**src/rtl/stream_cipher_core.sv**
```systemverilog
`default_nettype none
// ============================================================================
// Module   : stream_cipher_core
// Purpose  : Iterative keyed cipher; one encrypt/decrypt round per clock.
// Revision : 1.0
// ============================================================================
module stream_cipher_core #(
  parameter int          DATA_W      = 8,
  parameter int          ROUNDS      = 4,
  parameter logic [31:0] ROUND_CONST = 32'h5A
) (
  input  logic              clk,
  input  logic              rst_n,
  input  logic              in_valid,
  output logic              in_ready,
  input  logic [DATA_W-1:0] in_data,
  input  logic [DATA_W-1:0] in_key,
  input  logic              in_mode,
  output logic              out_valid,
  input  logic              out_ready,
  output logic [DATA_W-1:0] out_data,
  output logic              busy
);

  localparam int                c_cnt_w    = (ROUNDS > 1) ? $clog2(ROUNDS) : 1;
  localparam logic [c_cnt_w-1:0] c_last    = c_cnt_w'(ROUNDS - 1);
  localparam logic [DATA_W-1:0] c_rc       = DATA_W'(ROUND_CONST);
  localparam logic [31:0]       c_dw       = 32'(DATA_W);

  localparam logic [1:0] c_st_idle = 2'd0;
  localparam logic [1:0] c_st_run  = 2'd1;
  localparam logic [1:0] c_st_done = 2'd2;

  logic [1:0]          r_state;
  logic [DATA_W-1:0]   r_data;
  logic [DATA_W-1:0]   r_key;
  logic                r_mode;
  logic [c_cnt_w-1:0]  r_round;

  logic [31:0]         w_rot_amt;
  logic [2*DATA_W-1:0] w_key_dbl;
  logic [DATA_W-1:0]   w_round_key;
  logic [DATA_W-1:0]   w_enc_mix;
  logic [DATA_W-1:0]   w_enc_next;
  logic [DATA_W-1:0]   w_dec_sub;
  logic [DATA_W-1:0]   w_dec_next;
  logic [DATA_W-1:0]   w_next;
  logic                w_last;

  always_comb begin
    // Upper half of the doubled key shifted left is the key rotated left.
    w_rot_amt   = 32'(r_round) % c_dw;
    w_key_dbl   = {r_key, r_key} << w_rot_amt;
    w_round_key = w_key_dbl[2*DATA_W-1:DATA_W];
    w_enc_mix   = r_data ^ w_round_key;
    w_enc_next  = {w_enc_mix[DATA_W-2:0], w_enc_mix[DATA_W-1]} + c_rc;
    w_dec_sub   = r_data - c_rc;
    w_dec_next  = {w_dec_sub[0], w_dec_sub[DATA_W-1:1]} ^ w_round_key;
    w_next      = r_mode ? w_dec_next : w_enc_next;
    w_last      = r_mode ? (r_round == '0) : (r_round == c_last);
  end

  always_ff @(posedge clk or negedge rst_n) begin
    if (!rst_n) begin
      r_state <= c_st_idle;
      r_data  <= '0;
      r_key   <= '0;
      r_mode  <= 1'b0;
      r_round <= '0;
    end else begin
      case (r_state)
        c_st_idle: begin
          if (in_valid) begin
            r_data  <= in_data;
            r_key   <= in_key;
            r_mode  <= in_mode;
            r_round <= in_mode ? c_last : '0;
            r_state <= c_st_run;
          end
        end
        c_st_run: begin
          r_data <= w_next;
          if (w_last) begin
            r_state <= c_st_done;
          end else begin
            r_round <= r_mode ? (r_round - c_cnt_w'(1)) : (r_round + c_cnt_w'(1));
          end
        end
        c_st_done: begin
          if (out_ready) begin
            r_state <= c_st_idle;
          end
        end
        default: r_state <= c_st_idle;
      endcase
    end
  end

  // Handshake flags come straight from state so no input-to-output paths exist.
  assign in_ready  = (r_state == c_st_idle);
  assign out_valid = (r_state == c_st_done);
  assign busy      = (r_state == c_st_run) || (r_state == c_st_done);
  assign out_data  = r_data;

endmodule
`default_nettype wire

```
**config.mk**
```make
export PLATFORM = sky130hd
export DESIGN_NAME = stream_cipher_core
export DESIGN_NICKNAME = d
export VERILOG_FILES = /design/src/rtl/stream_cipher_core.sv
export SDC_FILE = /design/constraint.sdc
export NUM_CORES = 1
export LEC_CHECK = 0
export CAP_MARGIN = 20
export CORE_AREA = 10 10 72 74
export CTS_CLUSTER_DIAMETER = 30
export DETAILED_ROUTE_END_ITERATION = 8
export DIE_AREA = 0 0 82 84
export PLACE_DENSITY_LB_ADDON = 0.1
export SYNTH_ARGS = -nofsm -noshare
export SYNTH_HDL_FRONTEND = slang
export SYNTH_SLANG_ARGS = --single-unit
```
**constraint.sdc**
```tcl
create_clock -name clk -period 3.3 [get_ports clk]
set_input_delay 0.825 -clock clk [delete_from_list [all_inputs] [get_ports clk]]
set_output_delay 0.825 -clock clk [all_outputs]
set_load 0.02 [all_outputs]
```
* Word level (Yosys, flattened, before mapping) *
Cells that the tools add are included.

storage, ports and cells
  register bits after elaboration = 21
  word-level logic and storage cells = 40

operators by class
  add/sub/neg operators = 4
  eq/ne operators = 7
  shift operators = 1
  multiplexer cells = 13
  bitwise gates (word level) = 2
  reductions and logical operators = 8

operators with widths
  cell                                                 number
  two-way mux 8 bit                                    2
  one-hot mux 8 bit (2 select lines)                   1
  left shift 16 x 2 -> 16 bit                          1
  bitwise XOR 8 bit                                    2
  two-way mux 2 bit                                    7
  adder 8 x 7 -> 8 bit, second input constant          1
  subtractor 8 x 7 -> 8 bit, second input constant     1
  != test 2 bit, second input constant                 3
  one-hot mux 2 bit (3 select lines)                   1
  AND reduction 3 bit                                  2
  equality test 2 bit, second input constant           2
  logical NOT 2 bit                                    2
  one-hot mux 2 bit (2 select lines)                   1
  AND reduction 2 bit                                  2
  adder 2 x 1 -> 2 bit, second input constant          1
  equality test 2 x 1 -> 1 bit, second input constant  1
  != test 2 x 1 -> 1 bit, second input constant        1
  nonzero test 2 bit                                   1
  subtractor 2 x 1 -> 2 bit, second input constant     1
  logical OR 1 bit                                     1
  two-way mux 1 bit                                    1

* Depth between registers and ports, before layout *
  word-level depth = 5
  depth in mapped cells = 10

* Least setup slack after synthesis *
Ideal clock, no wire load.

  kind = reg2reg
  start point = reg r_round[0]
  end point = reg r_data[5], in the netlist out_data[5]
  data arrival time = 2.554 ns
  required time = 3.174 ns
  path slack = 0.620 ns
  stages on the path, launching flop included = 10
  path buffers = 1
  clock period less this slack = 2.680 ns
  cells stage by stage = dfrtp_1 buf_6 mux4_1 xnor2_1 inv_1 ha_1 or3b_1 a31oi_4 xnor2_1 a221o_1

on the way
  cells in the longest elaborated chain, start to end = 5
  elaborated cells between the ends (all ways) = 6
  those cells by class = add/sub (1); shift (1); mux (2); bitwise (2)

RTL lines
  what                                    RTL line  RTL
  start: declaration                      38        logic [c_cnt_w-1:0] r_round;
  start signal: assignment                77        r_round <= in_mode ? c_last : '0;
  start signal: assignment                86        r_round <= r_mode ? (r_round - c_cnt_w'(1)) : (r_round + c_cnt_w'(1));
  left shift 16 x 2 -> 16 bit (*)         53        w_key_dbl = {r_key, r_key} << w_rot_amt;
  bitwise XOR 8 bit                       55        w_enc_mix = r_data ^ w_round_key;
  adder 8 x 7 -> 8 bit                    56        w_enc_next = {w_enc_mix[DATA_W-2:0], w_enc_mix[DATA_W-1]} + c_rc;
  two-way mux 8 bit (*)                   59        w_next = r_mode ? w_dec_next : w_enc_next;
  one-hot mux 8 bit (2 select lines) (*)  71        case (r_state)
  end signal: assignment                  74        r_data <= in_data;
  end signal: assignment                  82        r_data <= w_next;
  end: declaration                        35        logic [DATA_W-1:0] r_data;

Mark *: on every way between the ends. The rest lies on a longest branch, timed or not.
A chain may end at the register's enable or synchronous reset.

* Worst setup path after layout *
Same ends and word-level chain as after synthesis.

==> flow_results.org <==
** Placement
- Detailed placer's ending HPWL :: 3606 um
- Buffers placed on the I/O ports in this run total 31.
- The congestion estimate from routability-driven global placement came to around 0.85.
- At the placement stage, the worst setup path has a slack of 0.3083 ns.

** Timing
- Number of hold violations in the final report :: 0
- Setup slack closes at around 0.30 ns.
- In this run the tightest slew margin relative to its limit is 0.4777.
- Setup violations remaining at the end of the flow were counted as 0.
- Adding up every negative setup slack in the final design gives 0 ns.
- Across the routed clock network, the largest skew measured is roughly 0.0021 ns.
- Final number of max-transition violations :: 0
- Timing would allow up to 333.4 MHz.
- Least-Margin Pin Slew :: about 0.76 ns
- Fin crit share :: 0.9089
- The smallest clock period supported by the final layout is computed as between 2 and 3 ns.
- Setup repair after global routing missed its margin :: no

** Clocking
- In this run the number of H-tree levels came out at 1.
- After clock tree synthesis, the clock-pin slew on the worst setup and hold paths is ~0.080 ns.
- # resized after CTS :: 0
- The clock net in this run drives a total of 21 sinks.
- The later pin in the worst-skew pair is clocked with a latency of roughly 0.26 ns.
- Root buffer cell :: sky130_fd_sc_hd__clkbuf_8
- Counting along the longest clock path gives a buffer depth of 2.
- Clock buffers created by TritonCTS :: 3
- CTS tree :: done
- Hold buffer count at cts :: 0
- Number of setup buffers added after CTS :: 0

** Setup path
- Cell with the most instances on the worst path :: sky130_fd_sc_hd__xnor2_1
- In this run the worst setup path begins at r_round[0].
- For this run, the slowest stage of the critical path takes 0.67 ns.
- Peak fanout along the critical path :: 11
- Slack of the worst reg-to-reg path :: about 0.30 ns
- The worst setup path is captured at a flop.
- Measured in cells, the most critical reg-to-reg path has a length of 8.
- Endpoint required time on the critical path :: approximately 3.5 ns
- Among cell families on the critical path, the largest total delay comes from multiplexers.
- Instance count on the critical path :: 8
- Together, buffers and inverters on the worst path number 1.
- R2R Path Start :: r_round[0]
- Category of the most critical setup path :: reg -> reg
- STA classifies the critical path startpoint as a flop.
- The slowest stage of the critical path belongs to the cell sky130_fd_sc_hd__mux4_1.
- Data on the critical path arrives at its endpoint at roughly 3.2 ns.
- Ordered list of cells on the worst path :: mux4_1, xnor2_1, inv_1, ha_1, or3b_1, a31oi_4, xnor2_1, a221o_1

** Route
- Final routed wire length divided by cell count :: between 15 and 20 um
- The detailed router finished its first iteration with between 100 and 150 violations.
- Total wire length :: between 4000 and 5000 um
- In the routed design, unresolved DRC markers number 0.
- The count of nets left with antenna violations once routing finished came out at 0.
- For this block, the via count after detailed routing is approximately 1500.
- Avg Vias per Cell :: between 5 and 6
- The first TritonRoute pass finished after 4 iterations.

** Final layout
- The library cells used most frequently in the layout, excluding fill and tap cells, are 31 x sky130_fd_sc_hd__clkdlybuf4s50_1, 21 x sky130_fd_sc_hd__dfrtp_1, 19 x sky130_fd_sc_hd__xnor2_1, 13 x sky130_fd_sc_hd__o21ai_0.
- Summing all multi-input logic gate instances after layout gives 1201 sq um.
- The library cell used most frequently in the layout, excluding fill and tap cells, is sky130_fd_sc_hd__clkdlybuf4s50_1.
- Sequential cell area :: between 500 and 600 sq um
- Fill cells in the final layout number roughly 360.
- Final-stage net count :: ~240
- Layout-stage area growth over the synthesis result :: 21.17%
- The repair_antennas step left the layout with diodes totalling 0.
- Ratio of cells with drive above 1 in the final layout :: 0.1238

** Yosys
- When the netlist entered floorplanning its net count stood at roughly 210.
- Counting distinct cell types in the post-synthesis netlist gives between 40 and 50.
- Synthesis inferred 21 register bits.
- Leading area contributor after synthesis :: sky130_fd_sc_hd__dfrtp_1
- Proportion of netlist area held by the largest area contributor :: 0.2897
- For this run, the register share of the synthesized area comes to 0.2897.
- By area the synthesized netlist is led by sky130_fd_sc_hd__dfrtp_1 29%, sky130_fd_sc_hd__xnor2_1 9.2%, sky130_fd_sc_hd__mux4_2 7.4%, sky130_fd_sc_hd__mux2_2 6.8%, sky130_fd_sc_hd__mux2i_1 4.4%.
- A synthesized cell averages roughly 10 sq um.
- The mapped netlist covers 1814 sq um.
- During synthesis, Yosys emitted a total of 0 warnings.
- Syn Inst Count :: about 180

** Floorplanning
- Num rows :: 23
- The floorplan step set the die width to approximately 80 um.
- Pin placement for this block handled 32 I/O pins.
- In this run the standard cell core region covers between 3000 and 4000 sq um.
- The die is 84 um tall.
- The die covers around 6900 sq um.
- Initial standard-cell utilization of the core :: 0.4705

** Run status
- Run status :: finished, final reports clean

** Hold path
- Counting instances, the worst hold path has a depth of 1.
- Startpoint of the worst hold path :: r_state[0]
- The path class of the tightest hold or removal check is reg -> reg.

** Global routing
- Wire length of the first global-routing pass :: 7693 um
- The via count of the first global-routing pass came to about 1600.
- Entering global routing, the biggest net connects 22 pins.
- The number of antenna violations at the first check in global routing is 0.
- All-layer global routing usage :: 0.1370
- After global routing the overflow that remains totals 0.

** Job
- Max-cap check violation count :: 0
-- per-stage QoR --
| step | util | cells | hold slack (ns) | cell area (sq um) |
|---|---|---|---|---|
| 2_1_floorplan | - | 183 | 0.5001 | 1814 |
| 3_3_place_gp | 0.5581 | 256 | 0.5210 | 2152 |
| 3_5_place_dp | 0.5581 | 256 | 0.5342 | 2152 |
| 4_1_cts | 0.5701 | 260 | 0.5531 | 2198 |
| 5_1_grt | 0.5701 | 260 | 0.5807 | 2198 |
| 6_report | 0.5701 | 260 | 0.5492 | 2198 |
-- flip-flops by register name, indices dropped and copies added (netlist names) --
register	flops
out_data	8
r_round	2
r_state	2
r_key	8
r_mode	1
-- metal layers --
metal  vias up  track usage  routed length (um)
met2        24       0.2382                2302
met1       754       0.1698                1977
met4         0      0.02322                  19
met5         -            0                   0
met3         2      0.02478                 159
li1        724            -                   -
-- Yosys cell counts (all sizes together) --
library cell,n
xnor2,20
ha,5
a32oi,1
a221o,2
buf,3
o22ai,1
a311oi,2
nor3b,1
a21boi,1
nand2,11
a22o,1
inv,10
dfrtp,21
or2b,1
a221oi,2
o31ai,2
xor2,5
or3,2
mux2i,8
mux4,8
a211oi,2
nand4b,1
o21ai,13
nor2b,3
a21oi,5
clkbuf,7
or3b,1
nor2,8
nor4b,1
nand2b,3
and3,2
o221ai,1
nand3,6
mux2,11
o211ai,1
a21o,4
nand3b,1
a31oi,2
nor3,4
-- cells by family (layout without fill, tap and decap cells) --
family,count (synthesis),in the layout,share of synthesized area
AND/OR/NAND/NOR,45,45,0.1283
multiplexers,27,27,0.2159
adder cells (fa/ha/maj),5,5,0.03448
flip-flops,21,21,0.2897
XOR/XNOR,25,25,0.1290
buffers and inverters,20,47,0.04828
AO/OA/AOI/OAI,40,40,0.1545
-- final timing paths --
check,endpoint
setup / recovery,out_data[5]
hold / removal,r_state[0]
setup reg to reg,out_data[5]
hold reg to reg,r_state[0]
max in group asynchronous,r_round[0]
min in group asynchronous,out_data[6]
-- area by class of cell --
cell class / count / area share
tap: 50 / 0.02846
sequential: 21 / 0.2390
timing repair buffer: 33 / 0.1480
clock inverter: 1 / 0.002277
inverter: 10 / 0.01707
multi-input combinational: 142 / 0.5464
clock buffer: 3 / 0.01878
Power is not shown: default switching activity piles up to over one toggle a cycle in this logic, so the estimate is an artifact.
